File: src/rtl/muldiv_unit_pkg.sv
// muldiv_unit_pkg: op codes and op-decoding helpers for the iterative multiply/divide unit
package muldiv_unit_pkg;
  localparam logic [1:0] MULDIV_MULT  = 2'b00;
  localparam logic [1:0] MULDIV_MULTU = 2'b01;
  localparam logic [1:0] MULDIV_DIV   = 2'b10;
  localparam logic [1:0] MULDIV_DIVU  = 2'b11;
  function automatic logic op_signed(input logic [1:0] op);
    return !op[0];
  endfunction
  function automatic logic op_div(input logic [1:0] op);
    return op[1];
  endfunction
endpackage

File: src/rtl/muldiv_unit_if.sv
// muldiv_unit_if: pipeline <-> multiply/divide unit handshake and HI/LO write port
// master (pipeline): drives start, op, rs_data, rt_data, cancel; sees busy, hilo_wr_en, hilo_wr_data
// slave (muldiv_unit): the reverse
interface muldiv_unit_if #(parameter int WIDTH = 32);
  logic               start;
  logic [1:0]         op;
  logic [WIDTH-1:0]   rs_data;
  logic [WIDTH-1:0]   rt_data;
  logic               cancel;
  logic               busy;
  logic               hilo_wr_en;
  logic [2*WIDTH-1:0] hilo_wr_data;
  modport master(output start, op, rs_data, rt_data, cancel, input busy, hilo_wr_en, hilo_wr_data);
  modport slave(input start, op, rs_data, rt_data, cancel, output busy, hilo_wr_en, hilo_wr_data);
endinterface

File: src/rtl/muldiv_datapath.sv
// muldiv_datapath: shift-add multiplier / restoring divider registers with final sign correction
// load: capture opa (multiplier or dividend) and opm (multiplicand or divisor)
// step: one bit of multiply or divide; fix: apply neg_q/neg_r correction; res: {HI,LO}
module muldiv_datapath #(parameter int WIDTH = 32) (
  input  logic               clk_cpu,
  input  logic               reset_n,
  input  logic               load,
  input  logic               step,
  input  logic               fix,
  input  logic               is_div,
  input  logic               neg_q,
  input  logic               neg_r,
  input  logic [WIDTH-1:0]   opa,
  input  logic [WIDTH-1:0]   opm,
  output logic [2*WIDTH-1:0] res
);
  logic [2*WIDTH-1:0] acc;
  logic [WIDTH-1:0]   m;
  logic [WIDTH:0]     rem;
  logic [WIDTH:0]     sum;
  logic [WIDTH+1:0]   sh;
  logic [WIDTH+1:0]   trial;
  // multiply: acc = {partial product, remaining multiplier bits}, shifted right each step
  assign sum = {1'b0, acc[2*WIDTH-1:WIDTH]} + (acc[0] ? {1'b0, m} : '0);
  // divide: acc[WIDTH-1:0] shifts dividend bits out of the top and quotient bits in at the bottom
  assign sh = {rem, acc[WIDTH-1]};
  assign trial = sh - {2'b0, m};
  assign res = acc;
  always_ff @(posedge clk_cpu or negedge reset_n) begin
    if (!reset_n) begin
      acc <= '0;
      m <= '0;
      rem <= '0;
    end else if (load) begin
      acc <= {{WIDTH{1'b0}}, opa};
      m <= opm;
      rem <= '0;
    end else if (step && is_div) begin
      rem <= trial[WIDTH+1] ? sh[WIDTH:0] : trial[WIDTH:0];
      acc <= {{WIDTH{1'b0}}, acc[WIDTH-2:0], !trial[WIDTH+1]};
    end else if (step) begin
      acc <= {sum, acc[WIDTH-1:1]};
    end else if (fix) begin
      acc <= is_div ? {neg_r ? -rem[WIDTH-1:0] : rem[WIDTH-1:0], neg_q ? -acc[WIDTH-1:0] : acc[WIDTH-1:0]}
                    : (neg_q ? -acc : acc);
    end
  end
endmodule

File: src/rtl/muldiv_unit.sv
// muldiv_unit: iterative MIPS MULT/MULTU/DIV/DIVU engine writing {HI,LO} with a one-cycle strobe
// clk_cpu/reset_n: clock and async active-low reset; bus: muldiv_unit_if slave port
module muldiv_unit import muldiv_unit_pkg::*; #(parameter int WIDTH = 32) (
  input logic          clk_cpu,
  input logic          reset_n,
  muldiv_unit_if.slave bus
);
  typedef enum logic [1:0] {IDLE, CALC, FIX, DONE} state_t;
  localparam int CW = $clog2(WIDTH);
  state_t             state, state_nx;
  logic [CW-1:0]      cnt;
  logic               is_div, neg_q, neg_r;
  logic               load, step, fix, wr;
  logic               sa, sb;
  logic [WIDTH-1:0]   abs_a, abs_b;
  logic [2*WIDTH-1:0] res;
  assign sa = op_signed(bus.op) & bus.rs_data[WIDTH-1];
  assign sb = op_signed(bus.op) & bus.rt_data[WIDTH-1];
  assign abs_a = sa ? -bus.rs_data : bus.rs_data;
  assign abs_b = sb ? -bus.rt_data : bus.rt_data;
  // busy covers the strobe cycle too, so a start there is ignored
  assign bus.busy = state != IDLE || bus.hilo_wr_en;
  always_comb begin
    load = state == IDLE && bus.start && !bus.cancel && !bus.busy;
    step = state == CALC;
    fix = state == FIX;
    wr = state == DONE && !bus.cancel;
    state_nx = (bus.cancel && state != IDLE) ? IDLE :
               load ? CALC :
               (step && cnt == CW'(WIDTH-1)) ? FIX :
               fix ? DONE :
               state == DONE ? IDLE : state;
  end
  always_ff @(posedge clk_cpu or negedge reset_n) begin
    if (!reset_n) state <= IDLE;
    else state <= state_nx;
  end
  always_ff @(posedge clk_cpu or negedge reset_n) begin
    if (!reset_n) begin
      cnt <= '0;
      is_div <= 1'b0;
      neg_q <= 1'b0;
      neg_r <= 1'b0;
      bus.hilo_wr_en <= 1'b0;
      bus.hilo_wr_data <= '0;
    end else begin
      cnt <= (step && !bus.cancel) ? cnt + 1'b1 : '0;
      if (load) begin
        is_div <= op_div(bus.op);
        // divide by zero keeps the all-ones quotient; remainder sign fix restores raw rs
        neg_q <= (sa ^ sb) & |bus.rt_data;
        neg_r <= sa;
      end
      bus.hilo_wr_en <= wr;
      if (wr) bus.hilo_wr_data <= res;
    end
  end
  muldiv_datapath #(.WIDTH(WIDTH)) u_dp (
    .clk_cpu(clk_cpu),
    .reset_n(reset_n),
    .load(load),
    .step(step),
    .fix(fix),
    .is_div(is_div),
    .neg_q(neg_q),
    .neg_r(neg_r),
    .opa(op_div(bus.op) ? abs_a : abs_b),
    .opm(op_div(bus.op) ? abs_b : abs_a),
    .res(res)
  );
endmodule

File: src/flat_wrapper.sv
// flat-port wrapper written by rule: the top's interface ports become plain ports
module muldiv_unit_flat import muldiv_unit_pkg::*;
#(parameter int WIDTH = 32)
  (clk_cpu, reset_n, bus_start, bus_op, bus_rs_data, bus_rt_data, bus_cancel, bus_busy, bus_hilo_wr_en, bus_hilo_wr_data);
  muldiv_unit_if #(.WIDTH(WIDTH)) bus_i ();
  input logic clk_cpu;
  input logic reset_n;
  input wire logic [$bits(bus_i.start)-1:0] bus_start;
  input wire logic [$bits(bus_i.op)-1:0] bus_op;
  input wire logic [$bits(bus_i.rs_data)-1:0] bus_rs_data;
  input wire logic [$bits(bus_i.rt_data)-1:0] bus_rt_data;
  input wire logic [$bits(bus_i.cancel)-1:0] bus_cancel;
  output wire logic [$bits(bus_i.busy)-1:0] bus_busy;
  output wire logic [$bits(bus_i.hilo_wr_en)-1:0] bus_hilo_wr_en;
  output wire logic [$bits(bus_i.hilo_wr_data)-1:0] bus_hilo_wr_data;
  assign bus_i.start = bus_start;
  assign bus_i.op = bus_op;
  assign bus_i.rs_data = bus_rs_data;
  assign bus_i.rt_data = bus_rt_data;
  assign bus_i.cancel = bus_cancel;
  assign bus_busy = bus_i.busy;
  assign bus_hilo_wr_en = bus_i.hilo_wr_en;
  assign bus_hilo_wr_data = bus_i.hilo_wr_data;
  muldiv_unit #(.WIDTH(WIDTH)) u_core (.clk_cpu(clk_cpu), .reset_n(reset_n), .bus(bus_i));
endmodule
File: config.mk
export PLATFORM = sky130hd
export DESIGN_NAME = muldiv_unit_flat
export DESIGN_NICKNAME = d
export VERILOG_FILES = /design/src/rtl/muldiv_unit_pkg.sv /design/src/rtl/muldiv_unit_if.sv /design/src/rtl/muldiv_datapath.sv /design/src/rtl/muldiv_unit.sv /design/src/flat_wrapper.sv
export SDC_FILE = /design/constraint.sdc
export NUM_CORES = 1
export LEC_CHECK = 0
export CAP_MARGIN = 15
export CELL_PAD_IN_SITES_DETAIL_PLACEMENT = 1
export CELL_PAD_IN_SITES_GLOBAL_PLACEMENT = 2
export CORE_UTILIZATION = 36
export DETAILED_ROUTE_END_ITERATION = 6
export GPL_ROUTABILITY_DRIVEN = 0
export HOLD_SLACK_MARGIN = 0.12
export PLACE_DENSITY_LB_ADDON = 0.1
export SLEW_MARGIN = 15
export SYNTH_ARGS = -nofsm -noshare
export SYNTH_HDL_FRONTEND = slang
export SYNTH_SLANG_ARGS = --single-unit
File: constraint.sdc
create_clock -name clk_cpu -period 4.3 [get_ports clk_cpu]
set_clock_uncertainty 0.15 [all_clocks]
set_input_delay 1.29 -clock clk_cpu [delete_from_list [all_inputs] [get_ports clk_cpu]]
set_output_delay 1.29 -clock clk_cpu [all_outputs]
set_load 0.02 [all_outputs]
== Yosys cells after proc, flatten, opt, wreduce, memory -nomap -nowiden ==
Index checks and enable logic that the tools add are counted.
Operators by class
  add/subtract/negate cells: 8
  equality and inequality tests: 4
  multiplexer cells: 22
  bitwise operators: 4
  reductions and logical operators: 23
Operator list (number)
  $mux 64: 6
  $mux 32: 7
  $neg 32->32: 4
  $mux 33: 3
  $neg 64->64: 1
  $sub 34x32->34: 1
  $add 32x33->33: 1
  $reduce_or 32->1: 1
  $mux 2: 5
  $reduce_bool 5->1: 2
  $logic_and 1x1->1: 8
  $reduce_bool 4->1: 2
  $add 5x1->5 const B: 1
  $eq 5x5->1 const B: 1
  $mux 5: 1
  $eq 2x2->1 const B: 2
  $logic_not 1->1: 4
  $reduce_and 2->1: 2
  $reduce_bool 2->1: 2
  $and 1x1->1: 3
  $eq 2x1->1 const B: 1
  $logic_not 2->1: 1
  $logic_or 1x1->1: 1
  $xor 1x1->1: 1
Word-level totals
  bits in registers: 204
  bits of input ports: 70
  output and inout port bits: 66
  logic and storage cells: 72

== Longest topological paths before layout ==
Gate-level depths: netlist of the first run.
  word-level depth: 7
  gate-level depth with buffers: 14

== By module ==
From an unflattened synthesis of the first run, not the netlist that was laid out.
Unflattened totals
  cells, all modules: 2127
  area, all modules: 16731.0 sq um
By module, submodules not included
  muldiv_datapath: times used 1, cells an instance 1526, area each 11802.6 sq um
  muldiv_unit: times used 1, cells an instance 601, area each 4928.5 sq um

== Least setup slack after synthesis of the first run ==
Ideal clock, no wire load.
  kind: input-to-reg
  from: input port bus_rt_data[4]
  to: register u_core.u_dp.acc[26], in the netlist u_core.u_dp.res[26]
  setup time: 0.126 ns
  arrival time: 3.282 ns
  data required time: 4.024 ns
  path slack: 0.742 ns
  cell stages on the path: 9
  path through: or3_1 -> nor3b_1 -> nand3_1 -> nor4_2 -> a21oi_1 -> xor2_1 -> nor2_1 -> a211oi_1 -> a221o_1
Between the ends
  longest elaborated chain between the ends: 4
Ends and longest elaborated chain
  start, declared: line flat_wrapper.sv:11  | input wire logic [$bits(bus_i.rt_data)-1:0] bus_rt_data;
  $neg 32->32: line muldiv_unit.sv:20  | assign abs_b = sb ? -bus.rt_data : bus.rt_data;
  $mux 32: line muldiv_unit.sv:20
  $mux 32: line muldiv_unit.sv:67  | .opa(op_div(bus.op) ? abs_a : abs_b),
  $mux 64: line muldiv_datapath.sv:34  | end else if (load) begin
  end signal, assigned: line muldiv_datapath.sv:35  | acc <= {{WIDTH{1'b0}}, opa};
  end signal, assigned: line muldiv_datapath.sv:40  | acc <= {{WIDTH{1'b0}}, acc[WIDTH-2:0], !trial[WIDTH+1]};
  end signal, assigned: line muldiv_datapath.sv:42  | acc <= {sum, acc[WIDTH-1:1]};
  end, declared: line muldiv_datapath.sv:17  | logic [2*WIDTH-1:0] acc;
No other way between the ends.
A chain may end at the register's enable or synchronous reset.

== Final worst setup path of the first run ==
  from: input port bus_rt_data[14]
  to: register u_core.u_dp.acc[28], in the netlist u_core.u_dp.res[28]
The elaborated chain is that of the path after synthesis.

==> metrics.csv, run 1 <==
metric,value,unit
antenna violations before repair,1,
Clock Latency Late Sink,570,ps
"Req. time, crit path",4560,ps
fin crit period,3967,ps
Post-synth ARST share,100.0,%
Cell Int Power,6.230,mW
die width,217.0,um
register area share after synthesis,30.69,%
Comb power frac,51.2,%
final wirelength,66.30,mm
CTS tree,done,
Worst Hold Depth,1,
"Setup Fix Bufs, Post-CTS",0,
Vias per Instance,5.838,
hold path start,u_core.cnt[0],
final worst path period share,92.26,%
DRC Markers,0,
Setup Total Neg Slack,0,ps
top_reg_cell synth,dfrtp_1,
Clock Sinks,204,
crit path kind,in -> reg,
Die Ht,217.0,um
post-layout util,43.83,%
ratio of cells with drive above 1 in the final layout,10.32,%
Final Hold Fails,0,
Worst R2R Path Depth,13,
GR Util All Layers,28.16,%
fin nets,2331,
first-pass GRT wire length,102.1,mm
Reg2Reg Setup Slack,450,ps
most frequent cells in the layout,"nand2_1 (259), dfrtp_1 (203), nor2_1 (176), o21ai_0 (173), a21oi_1 (147)",
WP buf/inv,2,
Max Root-Sink Buffers,3,
area used by multi-input combinational logic,0.01076,mm2
Setup-failing EPs final,0,
# resized after CTS,0,
Critical Path Sink Type,flip-flop,
Slew @ Worst Pin,982.5,ps
number of fill cells,5496,
crit path max fanout,5,
Final Cell Area,0.01993,mm2
"FF+latch count, synth",204,
P_sw,5.649,mW
CTS Hold Bufs,0,
FF-to-FF Start,u_core.u_dp.res[0],
crit path cell chain,"clkdlybuf4s50_1, or4_1, nor3_1, nand3_1, nor4_2, buf_4, a21oi_1, xor2_1, o21ai_0, o221ai_1",
max-cap check violation count,0,
wire per inst,23.60,um
CP startpoint kind,input pin,
H-Tree Depth,1,
Detailed Place HPWL,51.35,mm
Slowest cell on crit path,o21ai_0,
First-pass DRT Iterations,5,
Initial Util,36.57,%
Core Box Area,0.04548,mm2
Synth warnings,0,
RR Endpoint,u_core.u_dp.res[63],
Post-Syn Nets,2217,
grt ovf,0,
f_max,252.1,MHz
Die Area,0.04707,mm2
Pwr per Cell Area,595.9,mW/mm2
placed cell areas,0.01899,mm2
"Area growth, synth to finish",19.84,%
post-synthesis cell area,0.01663,mm2
cell row count,78,
IO buf count,135,
I/O pins,136,
max incr delay on CP,660,ps
Synth Instances,2075,
largest net degree at the start of global routing,87,
CP top delay family,simple AND/OR/NAND/NOR gates,
status,"finished, final reports clean",
WP data arrival,4230,ps
clock transition at the registers of the reported paths,60,ps
"commonest non-fill, non-tap cell in the layout",nand2_1,
Tightest Hold Check Type,reg -> reg,
Leakage,8.605,nW
Peak VDD IR,0.0003504,V
final slew viol count,0,
vias in the first global route,16500,
RSZ-0062 raised after global routing,no,
Slew HR,34.50,%
"Avg Cell Area, Syn",8.016,um2
cts bufs inserted,26,
Reg area,0.005106,mm2
total number of vias,16404,
Post-synth EDFFs,0,
initial DRC count,1326,
Root Driver,clkbuf_16,
switching share of power,47.55,%
sequential share of power,28.2,%
Netlist cell types,81,
"antenna viol nets, final",0,
Hold EP,u_core.cnt[0],
clock power share,20.6,%
worst max-delay path by stage:
stage	from	to	slack (ps)	cells past startpoint
finish	bus_rt_data[14]	u_core.u_dp.res[28]	330	10
floorplan	bus_rt_data[4]	u_core.u_dp.res[26]	740	9
global route	bus_rt_data[14]	u_core.u_dp.res[28]	220	10
CTS	u_core.u_dp.res[0]	u_core.u_dp.res[63]	470	13
global placement	bus_rt_data[14]	u_core.u_dp.res[28]	-80	10
detailed placement	bus_rt_data[14]	u_core.u_dp.res[28]	-120	10
registers in the layout, indices dropped and copies added (netlist names):
signal and flops:
u_core.neg_q 1, u_core.bus.hilo_wr_data 64, u_core.u_dp.m 32, u_core.state 2
u_core.cnt 5, u_core.neg_r 1, u_core.u_dp.rem 33, u_core.bus.hilo_wr_en 1
u_core.u_dp.res 64, u_core.is_div 1
logic make-up (layout without fill, tap and decap cells):
logic type	count (synthesis)	count (layout)	synth area share, %
buf+inv	209	343	4.874
simple gates	720	720	20.75
xor+xnor	180	180	9.523
fa+ha+maj	72	72	5.506
compound gates	615	615	23.74
mux	75	75	4.919
other cells	0	1	0
flops	204	204	30.69
power by group through the flow:
| stage | clock network [mW] | registers (mW) | logic [mW] |
|---|---|---|---|
| after floorplan | 0 | 2.85 | 4.27 |
| after global placement | 0 | 3.33 | 5.88 |
| after detailed placement | 0 | 3.35 | 6.00 |
| after CTS | 2.49 | 3.32 | 6.03 |
| after global routing | 2.57 | 3.41 | 6.66 |
| final | 2.45 | 3.35 | 6.08 |
Yosys cell counts, types with 9 or more instances:
library cell / count / share of area (%)
o211ai_1: 43 / 1.9
xor2_1: 87 / 4.6
a21o_1: 37 / 1.7
mux2_2: 54 / 3.7
xnor2_1: 92 / 4.8
nand4_1: 31 / 1.2
a221o_1: 13 / 0.78
or4_1: 17 / 0.77
a221oi_1: 19 / 1.0
nor2b_1: 14 / 0.53
o21ai_0: 174 / 5.2
a22oi_1: 14 / 0.63
o31ai_1: 26 / 1.2
ha_1: 70 / 5.3
nor3_1: 50 / 1.5
nor2_1: 179 / 4.0
clkbuf_1: 111 / 2.5
dfrtp_1: 204 / 31
a31oi_1: 15 / 0.56
o41ai_1: 13 / 0.68
mux2i_1: 21 / 1.3
nor4_1: 14 / 0.53
nand2_1: 259 / 5.8
nand2b_1: 16 / 0.60
a211oi_1: 26 / 1.2
buf_2: 9 / 0.27
or3_1: 23 / 0.87
nand3_1: 49 / 1.5
and2_1: 13 / 0.49
and3_1: 17 / 0.64
a21oi_1: 149 / 4.5
inv_1: 72 / 1.6
o21bai_1: 10 / 0.45
o21a_1: 10 / 0.45
buf_1: 14 / 0.32
worst reg2reg max path, delay by kind of cell, from the launching register on:
| kind | cells | cell delay [ps] |
|---|---|---|
| fa+ha+maj | 1 | 400 |
| compound gates | 8 | 2130 |
| buf+inv | 2 | 440 |
| flops | 1 | 470 |
| simple gates | 2 | 180 |
layout make-up:
class                           count  area share, %
Antenna cell                        1        0.01255
Clock buffer                       33          3.597
Clock inverter                     15          1.142
Inverter                           72          1.356
Multi-Input combinational cell   1662          53.98
Sequential cell                   204          25.62
Tap cell                          600          3.766
Timing Repair Buffer              223          10.53
metrics by stage:
| stage | worst slack [ps] | total power, mW | std cells | hold slack (ps) |
|---|---|---|---|---|
| final | 333.0 | 11.88 | 2810 | 315.4 |
| after global routing | 224.0 | 12.64 | 2809 | 334.1 |
| after CTS | 465.7 | 11.84 | 2809 | 317.2 |
| after detailed placement | -115.6 | 9.347 | 2761 | 308.8 |
| after global placement | -82.02 | 9.214 | 2761 | 307.1 |
| after floorplan | 742.5 | 7.127 | 2075 | 288.2 |
layer usage:
metal	up-vias	wire, um	GRT usage (%)	part of all wire (%)
met2	403	28010	41.97	42
li1	7753	-	-	-
met3	62	3562	3.704	5.4
met1	8186	33460	42.72	50
met5	-	0	0	0
met4	0	1269	6.268	1.9
Power figures use the tool's default switching activity.
==> run 2: changes to the inputs <==
--- a/config.mk
+++ b/config.mk
@@ -8,7 +8,8 @@
 export CAP_MARGIN = 15
 export CELL_PAD_IN_SITES_DETAIL_PLACEMENT = 1
 export CELL_PAD_IN_SITES_GLOBAL_PLACEMENT = 2
-export CORE_UTILIZATION = 36
+export CORE_UTILIZATION = 37
+export CTS_BUF_LIST = sky130_fd_sc_hd__clkbuf_2
 export DETAILED_ROUTE_END_ITERATION = 6
 export GPL_ROUTABILITY_DRIVEN = 0
 export HOLD_SLACK_MARGIN = 0.12
==> run 2 against run 1 <==
Cell area fell by 2.2%. Critical endpoint is now u_core.u_dp.res[62]. Global-route usage grew 0.85 points. Combinational power decreased by 1%. Largest power group unchanged.
==> metrics.csv, run 2 (same netlist as run 1, synthesis figures left out) <==
metric,value,unit,change
DRC Markers,0,,unchanged
Die Ht,214.0,um,-1.3%
"Area growth, synth to finish",17.15,%,
RSZ-0062 raised after global routing,no,,
initial DRC count,1255,,-5.4%
GR Util All Layers,29.01,%,+0.85 points
status,"finished, final reports clean",,
final worst path period share,92.93,%,+0.68 points
Pwr per Cell Area,556.1,mW/mm2,-6.7%
die width,214.0,um,-1.3%
first-pass GRT wire length,103.7,mm,+1.5%
cell row count,77,,-1.3%
WP data arrival,4730,ps,+500 ps
Die Area,0.04581,mm2,-2.7%
max-cap check violation count,0,,unchanged
wire per inst,23.13,um,-2.0%
final wirelength,66.03,mm,-0.42%
f_max,250.3,MHz,-0.73%
Setup-failing EPs final,0,,unchanged
Vias per Instance,5.860,,+0.38%
grt ovf,0,,unchanged
Critical Path Sink Type,flip-flop,,
I/O pins,136,,unchanged
CP startpoint kind,flip-flop,,
"commonest non-fill, non-tap cell in the layout",nand2_1,,
Peak VDD IR,0.0002898,V,-17%
Leakage,8.517,nW,-1.0%
Core Box Area,0.04432,mm2,-2.6%
Max Root-Sink Buffers,3,,unchanged
"Setup Fix Bufs, Post-CTS",0,,unchanged
Slew @ Worst Pin,1132,ps,+149.8 ps
post-layout util,43.97,%,+0.14 points
Slew HR,24.52,%,-10 points
CTS tree,done,,
Detailed Place HPWL,51.37,mm,about the same
antenna violations before repair,4,,+3
Tightest Hold Check Type,reg -> reg,,
final slew viol count,0,,unchanged
fin crit period,3996,ps,+29.04 ps
IO buf count,135,,unchanged
total number of vias,16725,,+2.0%
crit path max fanout,8,,+3
cts bufs inserted,58,,+120%
Worst R2R Path Depth,11,,-2
First-pass DRT Iterations,5,,unchanged
crit path kind,reg -> reg,,
Clock Latency Late Sink,1060,ps,+490 ps
Root Driver,clkbuf_2,,
vias in the first global route,17007,,+3.1%
largest net degree at the start of global routing,80,,-8.0%
Initial Util,37.53,%,+0.96 points
ratio of cells with drive above 1 in the final layout,11.72,%,+1.4 points
most frequent cells in the layout,"nand2_1 (259), dfrtp_1 (203), nor2_1 (176), o21ai_0 (173), a21oi_1 (147)",,
number of fill cells,5384,,-2.0%
H-Tree Depth,2,,+1
clock transition at the registers of the reported paths,100,ps,+40 ps
Worst Hold Depth,2,,+1
Worst Hold Slack,330.0,ps,+14.65 ps
Final Hold Fails,0,,unchanged
"antenna viol nets, final",0,,unchanged
fin nets,2359,,+1.2%
"Req. time, crit path",5040,ps,+480 ps
Clock Sinks,204,,unchanged
-- run 2: critical path, stage by stage, from the launching register on --
cell and delay (ps):
dfrtp_1 480, inv_1 250, nor2_1 90, ha_1 380, a211o_1 360, a2111oi_2 490, o31ai_1 210, and2_1 230
a311o_1 410, a41oi_1 310, mux2_2 380, o21ai_1 110
-- run 2: path summary, 6_finish.rpt --
kind	end	slack, ps	from
min in group asynchronous	u_core.bus.hilo_wr_data[4]	690	reset_n
setup / recovery	u_core.u_dp.res[62]	300	u_core.u_dp.res[0]
hold / removal	u_core.bus.hilo_wr_data[62]	330	u_core.bus.hilo_wr_data[62]
hold reg to reg	u_core.bus.hilo_wr_data[62]	330	u_core.bus.hilo_wr_data[62]
max in group asynchronous	u_core.u_dp.res[18]	2490	reset_n
setup reg to reg	u_core.u_dp.res[62]	300	u_core.u_dp.res[0]
-- run 2: what timing repair did --
action / in CTS / in global routing
hold buffers: 1 / 0
resized for setup: 0 / 0
endpoints found under the setup margin: 0 / 0
hold endpoints to repair: 75 / 0
-- run 2: through the flow --
stage / worst slack, ps / power, mW / setup TNS [ps] / instance area [um2] / instances
6_report: 304.0 / 10.84 / 0 / 19490 / 2854
5_1_grt: 164.4 / 11.68 / 0 / 19490 / 2854
4_1_cts: 213.4 / 10.84 / 0 / 19480 / 2853
3_5_place_dp: -8.602 / 9.274 / -8.602 / 18940 / 2748
3_3_place_gp: 2.085 / 9.117 / 0 / 18940 / 2748
2_1_floorplan: 742.5 / 7.127 / 0 / 16630 / 2075
-- run 2: layout make-up --
type | count | area (um2) | area share, %
Tap cell | 592 | 740.7 | 3.801
Inverter | 72 | 270.3 | 1.387
Timing Repair Buffer | 219 | 2072 | 10.63
Multi-Input combinational cell | 1662 | 10760 | 55.24
Clock inverter | 27 | 145.1 | 0.7448
Antenna cell | 1 | 2.502 | 0.01284
Sequential cell | 204 | 5106 | 26.20
Clock buffer | 77 | 385.4 | 1.978
-- run 2: where the power goes --
group | internal, mW | leakage (nW) | switching, mW
clock | 0.564 | 0.393 | 0.938
combinational | 2.34 | 5.46 | 3.66
sequential | 2.37 | 2.67 | 0.969
total | 5.27 | 8.52 | 5.57
-- run 2: metal layers --
layer  part of all wire (%)  vias up  GRT usage (%)  wire length, um
met5                  0.062        -              0               41
met3                    6.6      111          5.333             4387
met1                     48     8286          41.99            31600
li1                       -     7820              -                -
met4                    2.9        6          10.29             1944
met2                     42      502          42.84            28050
==> run 3: changes to the inputs <==
--- a/config.mk
+++ b/config.mk
@@ -8,6 +8,7 @@
 export CAP_MARGIN = 15
 export CELL_PAD_IN_SITES_DETAIL_PLACEMENT = 1
 export CELL_PAD_IN_SITES_GLOBAL_PLACEMENT = 2
+export CORE_ASPECT_RATIO = 1.75
 export CORE_UTILIZATION = 37
 export CTS_BUF_LIST = sky130_fd_sc_hd__clkbuf_2
 export DETAILED_ROUTE_END_ITERATION = 6
==> run 3 against run 2 <==
Clock power about the same. Largest power group unchanged. Cell count rose by 0.35%. Via count up 2.0%. Die area barely moved. Maximum frequency is 3.2% lower. Hold slack better by 10 ps.
==> metrics.csv, run 3 (same netlist as run 1, synthesis figures left out) <==
metric,value,unit,change
Critical Path Sink Type,flip-flop,,
switching share of power,51.95,%,+0.57 points
"Area growth, synth to finish",18.61,%,
Setup Total Neg Slack,0,ps,unchanged
clock power share,13.2,%,-0.7 points
crit path kind,reg -> reg,,
CTS tree,done,,
die width,162.3,um,-24%
met3 global-route usage,2.991,%,-2.3 points
met2 Use GR,60.54,%,+18 points
Peak VDD IR,0.0002639,V,-8.9%
Clock Sinks,204,,unchanged
WP data arrival,4750,ps,+20 ps
Tightest Hold Check Type,reg -> reg,,
status,"finished, final reports clean",,
I/O pins,136,,unchanged
vias in the first global route,18214,,+7.1%
Worst Hold Slack,340.2,ps,+10.23 ps
final wirelength,72.16,mm,+9.3%
clock transition at the registers of the reported paths,110,ps,about the same
total number of vias,17060,,+2.0%
f_max,242.2,MHz,-3.2%
"commonest non-fill, non-tap cell in the layout",nand2_1,,
Slew HR,36.71,%,+12 points
"antenna viol nets, final",0,,unchanged
Slew @ Worst Pin,949.3,ps,-182.9 ps
Final Hold Fails,0,,unchanged
"Req. time, crit path",4920,ps,-120 ps
Comb power frac,58.0,%,+2.6 points
most frequent cells in the layout,"nand2_1 (259), dfrtp_1 (203), nor2_1 (176), o21ai_0 (173), a21oi_1 (147)",,
final slew viol count,0,,unchanged
First-pass DRT Iterations,6,,+1
crit path max fanout,11,,+3
number of fill cells,5385,,+0.019%
cell row count,102,,+32%
Cell Int Power,5.347,mW,+1.5%
"Setup Fix Bufs, Post-CTS",0,,unchanged
Clock Latency Late Sink,1030,ps,-30 ps
Initial Util,37.56,%,about the same
Core Box Area,0.04429,mm2,about the same
sequential share of power,28.8,%,-2.0 points
RSZ-0062 raised after global routing,no,,
first-pass GRT wire length,107.8,mm,+4.0%
grt ovf,0,,unchanged
Max Root-Sink Buffers,3,,unchanged
cts bufs inserted,56,,-3.4%
H-Tree Depth,2,,unchanged
ratio of cells with drive above 1 in the final layout,13.09,%,+1.4 points
Vias per Instance,5.957,,+1.6%
max-cap check violation count,0,,unchanged
fin nets,2397,,+1.6%
fin crit period,4129,ps,+132.8 ps
final worst path period share,96.02,%,+3.1 points
Top Usage Layer GRT,met2,,
Leakage,8.692,nW,+2.1%
Setup-failing EPs final,0,,unchanged
Die Ht,282.5,um,+32%
GR Util All Layers,31.47,%,+2.5 points
P_sw,5.781,mW,+3.8%
largest net degree at the start of global routing,70,,-13%
CP startpoint kind,flip-flop,,
Die Area,0.04584,mm2,about the same
Root Driver,clkbuf_2,,
wire per inst,25.20,um,+8.9%
antenna violations before repair,1,,-3
Pwr per Cell Area,564.0,mW/mm2,+1.4%
IO buf count,135,,unchanged
initial DRC count,830,,-34%
Detailed Place HPWL,56.83,mm,+11%
DRC Markers,0,,unchanged
GR Layer Usage met1,29.19,%,-13 points
## run 3: layer usage
layer | share of wire (%) | vias up
met3 | 2.4 | 247
met1 | 34 | 8518
li1 | - | 7864
met4 | 9.5 | 0
met2 | 55 | 431
met5 | 0 | -
## run 3: timing repair
action                                  4_1_cts  5_1_grt
endpoints found under the setup margin        0        0
endpoints found under the hold margin        46        0
hold buffers                                  1        0
gates resized for setup                       0        0
## run 3: final timing paths
kind,startpoint,cells past startpoint,end,slack [ps]
setup / recovery,u_core.u_dp.m[1],12,u_core.u_dp.rem[22],170
hold / removal,u_core.cnt[0],1,u_core.cnt[0],340
setup reg to reg,u_core.u_dp.m[1],12,u_core.u_dp.rem[22],170
hold reg to reg,u_core.cnt[0],1,u_core.cnt[0],340
max in group asynchronous,reset_n,3,u_core.u_dp.res[9],2300
min in group asynchronous,reset_n,2,u_core.bus.hilo_wr_data[54],640
## run 3: final cells by class
type / instances / area, um2 / area share [%]
clock buffer: 74 / 370.4 / 1.877
tap: 572 / 715.7 / 3.628
multi-input combinational: 1662 / 10760 / 54.56
antenna: 1 / 2.502 / 0.01268
timing repair buffer: 259 / 2385 / 12.09
sequential: 204 / 5106 / 25.88
inverter: 72 / 270.3 / 1.370
clock inverter: 20 / 115.1 / 0.5835
## run 3: power groups by stage
stage,registers (mW),clock network (mW),logic [mW]
4_1_cts,3.20,1.53,6.42
5_1_grt,3.26,1.60,6.96
2_1_floorplan,2.85,0,4.27
6_report,3.21,1.47,6.45
3_3_place_gp,3.22,0,6.23
3_5_place_dp,3.24,0,6.38
## run 3: stage by stage
step	cell area, um2	setup slack (ps)	cells	util (%)	total power, mW
6_report	19730	171.2	2864	44.55	11.13
5_1_grt	19730	3.639	2864	44.55	11.82
2_1_floorplan	16630	742.5	2075	-	7.127
3_3_place_gp	19230	-128.2	2768	43.43	9.455
3_5_place_dp	19230	-141.6	2768	43.43	9.618
4_1_cts	19730	124.0	2863	44.54	11.14
## run 3: critical path, stage by stage, from the launching register on
cell and delay (ps):
dfrtp_1 410, inv_1 160, ha_1 250, nor2b_1 140, o2111ai_1 290, a21oi_1 200
nor2_1 290, o311ai_2 190, a21oi_1 610, o21a_1 540, nor2_2 110, buf_4 220
a221o_1 320
